$ cat src/rtl/sim_run_pkg.sv
// Shared definitions for the simulation / bring-up run controller:
// the run-state encoding and the default IO addresses of the halt
// register and the character output port.
package sim_run_pkg;

    typedef enum logic [1:0] {
        HOLD    = 2'd0,   // core held in reset while the hold counter runs
        RUN     = 2'd1,   // core running, IO bus monitored
        HALTED  = 2'd2,   // run ended by a write to the halt address
        TIMEOUT = 2'd3    // run ended by the watchdog
    } run_state_e;

    localparam logic [31:0] DEF_HALT_ADDR = 32'h0003_0004;
    localparam logic [31:0] DEF_UART_ADDR = 32'h0003_0000;

endpackage : sim_run_pkg

$ cat src/rtl/sim_char_fifo.sv
// Synchronous character FIFO fed by core UART writes.
// A push and a pop in the same cycle are both accepted, even when full.
// A push to a full FIFO without a pop drops the byte and sets a sticky
// overflow flag. The head byte reads as zero while the FIFO is empty.
module sim_char_fifo #(
    parameter int DEPTH = 16
) (
    input  logic       clk_i,
    input  logic       rst_i,
    input  logic       push_i,
    input  logic [7:0] data_i,
    input  logic       pop_i,
    output logic       valid_o,
    output logic [7:0] data_o,
    output logic       overflow_o
);

    localparam int PTR_W = (DEPTH > 1) ? $clog2(DEPTH) : 1;
    localparam int CNT_W = PTR_W + 1;
    localparam logic [PTR_W-1:0] PTR_LAST = PTR_W'(DEPTH - 1);
    localparam logic [CNT_W-1:0] CNT_FULL = CNT_W'(DEPTH);

    logic [7:0]       mem [DEPTH];
    logic [PTR_W-1:0] wr_ptr_q, wr_ptr_d;
    logic [PTR_W-1:0] rd_ptr_q, rd_ptr_d;
    logic [CNT_W-1:0] count_q, count_d;
    logic             overflow_q, overflow_d;

    logic empty;
    logic full;
    logic do_push;
    logic do_pop;

    assign empty   = (count_q == '0);
    assign full    = (count_q == CNT_FULL);
    assign do_pop  = pop_i && !empty;
    // A full FIFO still accepts a push when the head leaves in the same cycle.
    assign do_push = push_i && (!full || do_pop);

    // Next-state for pointers, occupancy and the sticky overflow flag.
    always_comb begin
        // NOTE: every variable gets a default before any branch so no path leaves it unassigned and no latch is inferred.
        wr_ptr_d   = wr_ptr_q;
        rd_ptr_d   = rd_ptr_q;
        count_d    = count_q;
        overflow_d = overflow_q;

        if (do_push) begin
            wr_ptr_d = (wr_ptr_q == PTR_LAST) ? '0 : wr_ptr_q + 1'b1;
        end
        if (do_pop) begin
            rd_ptr_d = (rd_ptr_q == PTR_LAST) ? '0 : rd_ptr_q + 1'b1;
        end

        case ({do_push, do_pop})
            2'b10:   count_d = count_q + 1'b1;
            2'b01:   count_d = count_q - 1'b1;
            default: count_d = count_q;
        endcase

        if (push_i && !do_push) begin
            overflow_d = 1'b1;
        end
    end

    // Control registers with synchronous reset.
    always_ff @(posedge clk_i) begin
        // NOTE: state is updated with non-blocking assignments so every register samples pre-edge values.
        if (rst_i) begin
            wr_ptr_q   <= '0;
            rd_ptr_q   <= '0;
            count_q    <= '0;
            overflow_q <= 1'b0;
        end else begin
            wr_ptr_q   <= wr_ptr_d;
            rd_ptr_q   <= rd_ptr_d;
            count_q    <= count_d;
            overflow_q <= overflow_d;
        end
    end

    // Storage array write port.
    always_ff @(posedge clk_i) begin
        // NOTE: the array is deliberately not reset; the empty flag masks stale contents and the array can map to RAM.
        if (do_push) begin
            mem[wr_ptr_q] <= data_i;
        end
    end

    assign valid_o    = !empty;
    assign data_o     = empty ? 8'h00 : mem[rd_ptr_q];
    assign overflow_o = overflow_q;

endmodule : sim_char_fifo

$ cat src/rtl/sim_run_ctrl.sv
// Run controller for simulation and FPGA bring-up of the RISC-V core.
// Stretches the core reset for RST_CYCLES cycles, then lets the core run
// while watching its IO write bus for a halt write, and ends the run on a
// halt write or a watchdog expiry. All status outputs are registered.
// Optional character FIFO on UART writes: define SIM_RUN_CHAR_FIFO_EN.
module sim_run_ctrl
    import sim_run_pkg::*;
#(
    parameter int                RST_CYCLES = 25,
    parameter int                MAX_CYCLES = 100,
    parameter int                CNT_W      = 32,
    parameter int                ADDR_W     = 32,
    parameter logic [ADDR_W-1:0] HALT_ADDR  = ADDR_W'(DEF_HALT_ADDR),
    parameter logic [ADDR_W-1:0] UART_ADDR  = ADDR_W'(DEF_UART_ADDR),
    parameter int                FIFO_DEPTH = 16
) (
    input  logic              clk_in,
    input  logic              rst_in,
    input  logic              io_wr,
    input  logic [ADDR_W-1:0] io_addr,
    input  logic [7:0]        io_data,
    output logic              core_rst,
    output logic              run_active,
    output logic              done,
    output logic              pass,
    output logic              timeout,
    output logic [7:0]        exit_code,
    output logic [CNT_W-1:0]  cycle_count,
    output logic              chr_valid,
    output logic [7:0]        chr_data,
    input  logic              chr_ready,
    output logic              chr_overflow
);

    localparam int               HOLD_W    = (RST_CYCLES > 1) ? $clog2(RST_CYCLES) : 1;
    localparam logic [HOLD_W-1:0] HOLD_LAST = HOLD_W'(RST_CYCLES - 1);
    localparam bit               WD_EN     = (MAX_CYCLES != 0);
    localparam logic [CNT_W-1:0] WD_LAST   = CNT_W'(MAX_CYCLES - 1);

    run_state_e        state_q, state_d;
    logic [HOLD_W-1:0] hold_cnt_q, hold_cnt_d;
    logic [CNT_W-1:0]  cycle_cnt_q, cycle_cnt_d;
    logic              done_q, done_d;
    logic              pass_q, pass_d;
    logic              timeout_q, timeout_d;
    logic [7:0]        exit_code_q, exit_code_d;
    logic              core_rst_q, core_rst_d;
    logic              run_active_q, run_active_d;

    logic halt_wr;

    assign halt_wr = io_wr && (io_addr == HALT_ADDR);

    // Next-state and registered-output computation for the run FSM.
    always_comb begin
        state_d     = state_q;
        hold_cnt_d  = hold_cnt_q;
        cycle_cnt_d = cycle_cnt_q;
        done_d      = done_q;
        pass_d      = pass_q;
        timeout_d   = timeout_q;
        exit_code_d = exit_code_q;

        case (state_q)
            HOLD: begin
                hold_cnt_d = hold_cnt_q + 1'b1;
                if (hold_cnt_q == HOLD_LAST) begin
                    state_d = RUN;
                end
            end
            RUN: begin
                if (cycle_cnt_q != '1) begin
                    cycle_cnt_d = cycle_cnt_q + 1'b1;
                end
                // Halt takes priority over a watchdog expiry in the same cycle.
                if (halt_wr) begin
                    state_d     = HALTED;
                    done_d      = 1'b1;
                    pass_d      = 1'b1;
                    exit_code_d = io_data;
                end else if (WD_EN && (cycle_cnt_q == WD_LAST)) begin
                    state_d   = TIMEOUT;
                    done_d    = 1'b1;
                    timeout_d = 1'b1;
                end
            end
            default: begin
                // HALTED and TIMEOUT are terminal; only rst_in leaves them.
                state_d = state_q;
            end
        endcase

        core_rst_d   = (state_d != RUN);
        run_active_d = (state_d == RUN);
    end

    // FSM state, counters and status registers with synchronous reset.
    always_ff @(posedge clk_in) begin
        if (rst_in) begin
            state_q      <= HOLD;
            hold_cnt_q   <= '0;
            cycle_cnt_q  <= '0;
            done_q       <= 1'b0;
            pass_q       <= 1'b0;
            timeout_q    <= 1'b0;
            exit_code_q  <= 8'h00;
            core_rst_q   <= 1'b1;
            run_active_q <= 1'b0;
        end else begin
            state_q      <= state_d;
            hold_cnt_q   <= hold_cnt_d;
            cycle_cnt_q  <= cycle_cnt_d;
            done_q       <= done_d;
            pass_q       <= pass_d;
            timeout_q    <= timeout_d;
            exit_code_q  <= exit_code_d;
            core_rst_q   <= core_rst_d;
            run_active_q <= run_active_d;
        end
    end

    assign core_rst    = core_rst_q;
    assign run_active  = run_active_q;
    assign done        = done_q;
    assign pass        = pass_q;
    assign timeout     = timeout_q;
    assign exit_code   = exit_code_q;
    assign cycle_count = cycle_cnt_q;

`ifdef SIM_RUN_CHAR_FIFO_EN
    logic chr_push;

    // Only UART writes made while the core runs enter the FIFO; it keeps draining afterwards.
    assign chr_push = (state_q == RUN) && io_wr && (io_addr == UART_ADDR);

    sim_char_fifo #(
        .DEPTH (FIFO_DEPTH)
    ) u_char_fifo (
        .clk_i      (clk_in),
        .rst_i      (rst_in),
        .push_i     (chr_push),
        .data_i     (io_data),
        .pop_i      (chr_ready),
        .valid_o    (chr_valid),
        .data_o     (chr_data),
        .overflow_o (chr_overflow)
    );
`else
    logic unused_chr_ok;

    // Character path absent: outputs tied off, consumer handshake ignored.
    assign chr_valid     = 1'b0;
    assign chr_data      = 8'h00;
    assign chr_overflow  = 1'b0;
    assign unused_chr_ok = &{1'b0, chr_ready, UART_ADDR, 32'(FIFO_DEPTH)};
`endif

endmodule : sim_run_ctrl

$ cat config.mk
export PLATFORM = sky130hd
export DESIGN_NAME = sim_run_ctrl
export DESIGN_NICKNAME = d
export VERILOG_FILES = /design/src/rtl/sim_run_pkg.sv /design/src/rtl/sim_char_fifo.sv /design/src/rtl/sim_run_ctrl.sv
export SDC_FILE = /design/constraint.sdc
export NUM_CORES = 1
export LEC_CHECK = 0
export ABC_AREA = 1
export CAP_MARGIN = 40
export CORE_UTILIZATION = 30
export CTS_CLUSTER_DIAMETER = 40
export DETAILED_ROUTE_END_ITERATION = 8
export SYNTH_ARGS = -nofsm -noshare
export SYNTH_HDL_FRONTEND = slang
export SYNTH_SLANG_ARGS = --single-unit
$ cat constraint.sdc
create_clock -name clk_in -period 3.1 [get_ports clk_in]
set_input_delay 0.31 -clock clk_in [delete_from_list [all_inputs] [get_ports clk_in]]
set_output_delay 0.31 -clock clk_in [all_outputs]
set_load 0.02 [all_outputs]
# [Word-level counts from Yosys, hierarchy flattened]
# Cells that the tools add are included.
# Widths: inputs -> output; s select.
[classes] n_addsub=2 n_eq_ne=7 muxes=6 bitwise=1 n_reduce_logical=7
[ops] operator="$add 32x1->32 const B" count=1
[ops] operator="$eq 32x18->1 const B" count=1
[ops] operator="$eq 32x7->1 const B" count=1
[ops] operator="$ne 32x32->1 const B" count=1
[ops] operator="$mux 2" count=3
[ops] operator="$reduce_and 2->1" count=3
[ops] operator="$add 5x1->5 const B" count=1
[ops] operator="$eq 5x5->1 const B" count=1
[ops] operator="$eq 2x1->1 const B" count=2
[ops] operator="$pmux 2 s2" count=1
[ops] operator="$reduce_and 3->1" count=1
[ops] operator="$logic_not 2->1" count=1
[ops] operator="$mux 1" count=2
[ops] operator="$ne 2x1->1 const B" count=1
[ops] operator="$reduce_bool 2->1" count=1
[ops] operator="$logic_and 1x1->1" count=1
[ops] operator="$not 1->1" count=1
[word_totals] regBits=52 in_bits=44 out_inout_bits=55 word_cells=32

# [Logic depth before layout (Yosys ltp)]
[depth] depth_word=5 ltp_mapped=11 ltp_nobuf=10

# [Least setup slack after synthesis]
# OpenSTA, ideal clock, no wires.
[synth_timing] path_kind="register to register" from="register cycle_cnt_q[0] (netlist: cycle_count[0])" to="register cycle_cnt_q[21] (netlist: cycle_count[21])" arrival_ns=1.718 t_required_ns=2.960 slack_ns=1.242 path_stages_with_launch=12 n_path_buf=1 cell_sequence="dfxtp_1 -> ha_1 -> inv_1 -> nor2_4 -> nand2_4 -> nor2_4 -> nand2_4 -> nand2_8 -> inv_2 -> buf_6 -> nand2_1 -> a21oi_2"
[synth_between] elab_chain_len=2 word_cells_on_any_way=3 classes_between="add/sub (1); eq/ne (1); reduce/logical (1)"
[synth_lines] item="start: declaration" line="sim_run_ctrl.sv:42" text="logic [CNT_W-1:0] cycle_cnt_q, cycle_cnt_d;"
[synth_lines] item="start signal: assignment" line="sim_run_ctrl.sv:112" text="cycle_cnt_q <= cycle_cnt_d;"
[synth_lines] item="branches (longest 2 deep; another with $add 32x1->32)"
# Parallel ways; which one is timed is not known.
# A chain may end at the register's enable or synchronous reset.

# [Worst setup path in the final report]
[layout_timing] from="register cycle_cnt_q[0] (netlist: cycle_count[0])" to="register cycle_cnt_q[31] (netlist: cycle_count[31])"
# Same word-level chain as after synthesis.

==> flow_summary.toml <==
[pwr]
power.static_leakage_nw = 1.66
power.density_mw_per_mm2 = 298
total_power_mw = 1.27
ir_drop_mv = 0.205

[floorplanning]
die_h_um = 106
initial_core_util_pct = 31.1
die_area_mm2 = 0.0112
top_level_port_count = 99
floorplan.rows = 37
dieWidth_um = 106
floorplan.core_area_mm2 = 0.0104

[clock_tree]
cts_hold_buf = 0
cts-root-to-sink-buffers = 2
cts_setup_buffers = 0
root_buffer = "sky130_fd_sc_hd__clkbuf_8"
clkSlewWorstSetupHoldPaths_ns = 0.10
postCtsResizedCells = 0
cts_tree = "done"
numCtsBuffers = 5
cts.sink_count = 52
cts_max_level = 2
worst_skew_pair.late_latency_ns = 0.31

[logic_synthesis]
yosys_most_used_dff = "sky130_fd_sc_hd__dfxtp_1"
synth_top_cells_by_count = "sky130_fd_sc_hd__nand2_1 (174), sky130_fd_sc_hd__nor2_1 (117), sky130_fd_sc_hd__inv_1 (57), sky130_fd_sc_hd__dfxtp_1 (52), sky130_fd_sc_hd__nand3_1 (30)"
synthesis.area_mm2 = 0.00322
synthDominantCellAreaShare_pct = 32.3
most_area_hungry_cell_type_in_the_yosys_netlist = "sky130_fd_sc_hd__dfxtp_1"
yosys_register_bits = 52
synth_enable_flop_cells = 0
synthesis.instances = 528
top_cells_by_area_synth = "sky130_fd_sc_hd__dfxtp_1 (32%), sky130_fd_sc_hd__nand2_1 (20%), sky130_fd_sc_hd__nor2_1 (14%)"
synth_async_sr_flop_share_pct = 0
postSynthAreaPerCell_um2 = 6.10
synth_most_common_cell = "sky130_fd_sc_hd__nand2_1"
synthDistinctLibCells = 25
ys_warn_count = 0
synth-seq-area-share_pct = 32.3

[detailed_routing]
routed-via-count = 3361
firstDrtPassIters = 5
detail_route.drc_violations = 0
ant_nets = 0
wire_per_inst_um = 11.6
vias_per_cell = 4.50
first_iter_violations = 152
wirelength_um = 8670

[setup_path]
critical_path.top_delay_family = "simple AND/OR/NAND/NOR gates"
critical_path.startpoint_type = "register"
cp.depth = 10
reg2reg_launch_point = "cycle_count[0]"
timing.critical_path.cells = "ha_1 > inv_1 > nor2_4 > nand2_4 > nor2_4 > nand2_4 > nand2_8 > inv_2 > nand2_1 > a21oi_1"
worstSetupPathType = "reg2reg"
worst-endpoint-required_ns = 3.29
r2r_cells = 10
sum_of_buffers_and_inverters_on_the_critical_path = 2
reg2reg_setup_slack_ns = 0.91
critical-path-slowest-cell = "sky130_fd_sc_hd__dfxtp_1"
crit_path_max_fanout = 26
critPathMaxStageDelay_ns = 0.45
cp_data_arrival_time_ns = 2.38
crit_path_start = "cycle_count[0]"
end_kind = "register"
worstSetupEndpoint = "cycle_count[31]"
crit-reg2reg-capture = "cycle_count[31]"

[global_routing]
groute.layer.met2.usage_pct = 28.1
grt_start_max_net_pins = 30
overflow = 0
grt_pass1_wl_um = 14200
first_global_vias = 3116
grt_busiest_layer = "met2"
globalRouteMet3Util_pct = 2.60
grt_util_all_layers_pct = 15.6
initial_antenna_violation_count = 0
met1_usage_pct = 19.2

[finish]
synthToLayoutAreaGrowth_pct = 32.6
final_layout_size_suffix_gt1_share_pct = 5.73
area_taken_by_multi_input_logic_gates_mm2 = 0.00185
antennaDiodeCount = 0
finalNetCount = 657
final.fill_count = 1133
layout.cell_area.non_filler_mm2 = 0.00427
finish.cell_count_without_fillers = 747
final_core_utilization_pct = 41.2
seqCellArea_mm2 = 0.00104

[place]
post-dp-hpwl_um = 6630
placed_cell_area_mm2 = 0.00415
dp.cells = 739
place_congestion = 0.882
numPortBuffers = 87

[timing]
skew_ns = 0.00633
period_needed_ns = 2.19
rsz0062_at_grt = "false"
final.setup.tns_ns = 0
tightestPinTransition_ns = 0.750
max_freq_mhz = 457
max_slew_margin_pct = 49.8
layout_worst_path_cycle_share_pct = 70.7
finalHoldViolCount = 0
slew_violations = 0
setup_violations = 0

[status]
run_status = "completed"

[run]
timing.max_cap.violations = 0

[min_path]
hold_class = "reg2reg"
==> sequential cells by signal, summed over array words and instances, names as in the netlist, named ones only <==
| register | count |
|---|---|
| core_rst | 1 |
| cycle_count | 32 |
| done | 1 |
| exit_code | 8 |
| hold_cnt_q | 5 |
| pass | 1 |
| run_active | 1 |
| state_q | 1 |
| timeout | 1 |
==> final cells by class <==
class / count / share of cell area (%)
Multi-Input combinational cell: 405 / 43.2
Clock buffer: 6 / 1.93
Clock inverter: 2 / 0.907
Inverter: 58 / 5.09
Timing Repair Buffer: 88 / 20.6
Sequential cell: 52 / 24.4
Tap cell: 136 / 3.98
==> worst register-to-register path: cells and delay by family, from the launching register on <==
| family | cells | cell delay, ns |
|---|---|---|
| buf+inv | 2 | 0.35 |
| fa+ha+maj | 1 | 0.31 |
| flops | 1 | 0.45 |
| compound gates | 1 | 0.07 |
| simple gates | 6 | 0.89 |
==> per-stage QoR <==
stage | hold slack [ns] | worst slack (ns)
2_1_floorplan | 0.445 | 1.24
3_3_place_gp | 0.438 | 0.876
3_5_place_dp | 0.443 | 0.830
4_1_cts | 0.460 | 0.880
5_1_grt | 0.488 | 0.677
6_report | 0.455 | 0.910
==> where the power goes <==
part / switching (mW) / total, mW / internal [mW] / leakage [nW]
logic: 0.0400 / 0.0943 / 0.0542 / 1.18
registers: 0.00291 / 0.674 / 0.671 / 0.419
clock network: 0.240 / 0.505 / 0.265 / 0.0614
==> logic make-up after synthesis <==
| group | Yosys count | synth area share [%] |
|---|---|---|
| AO/OA/AOI/OAI | 36 | 7.57 |
| AND/OR/NAND/NOR | 343 | 43.8 |
| buffers and inverters | 80 | 11.5 |
| XOR/XNOR | 13 | 3.53 |
| other | 1 | 0.116 |
| flip-flops | 52 | 32.3 |
| adder cells (fa/ha/maj) | 3 | 1.16 |
==> cell usage in the layout (no fill, tap or decap), types with 4 or more instances in the layout <==
cell / synthesis / routed
sky130_fd_sc_hd__conb_1: 1 / 10
sky130_fd_sc_hd__nand4_1: 8 / 8
sky130_fd_sc_hd__inv_1: 57 / 57
sky130_fd_sc_hd__nand2_1: 174 / 174
sky130_fd_sc_hd__clkbuf_8: 0 / 6
sky130_fd_sc_hd__a21oi_2: 17 / 17
sky130_fd_sc_hd__a21oi_1: 10 / 10
sky130_fd_sc_hd__nand3_1: 30 / 30
sky130_fd_sc_hd__nor2_1: 117 / 117
sky130_fd_sc_hd__clkdlybuf4s50_1: 0 / 87
sky130_fd_sc_hd__dfxtp_1: 52 / 52
sky130_fd_sc_hd__o21ai_0: 9 / 9
sky130_fd_sc_hd__xor2_1: 9 / 9
sky130_fd_sc_hd__nor3_1: 5 / 5
sky130_fd_sc_hd__xnor2_1: 4 / 4
==> metal layers <==
metal / wire length, um / up-vias
met2: 4100 / 92
met1: 4010 / 1500
met3: 484 / 7
li1: - / 1762
met4: 72 / 0
met5: 0 / -
==> worst min path at each step <==
stage	start	endpoint	slack (ns)	depth (start not counted)
after floorplan	io_data[0]	exit_code[0]	0.44	2
after global placement	pass	pass	0.44	2
after detailed placement	pass	pass	0.44	2
after CTS	pass	pass	0.46	2
after global routing	pass	pass	0.49	2
final	pass	pass	0.45	2
(Power assumes the default switching activity.)
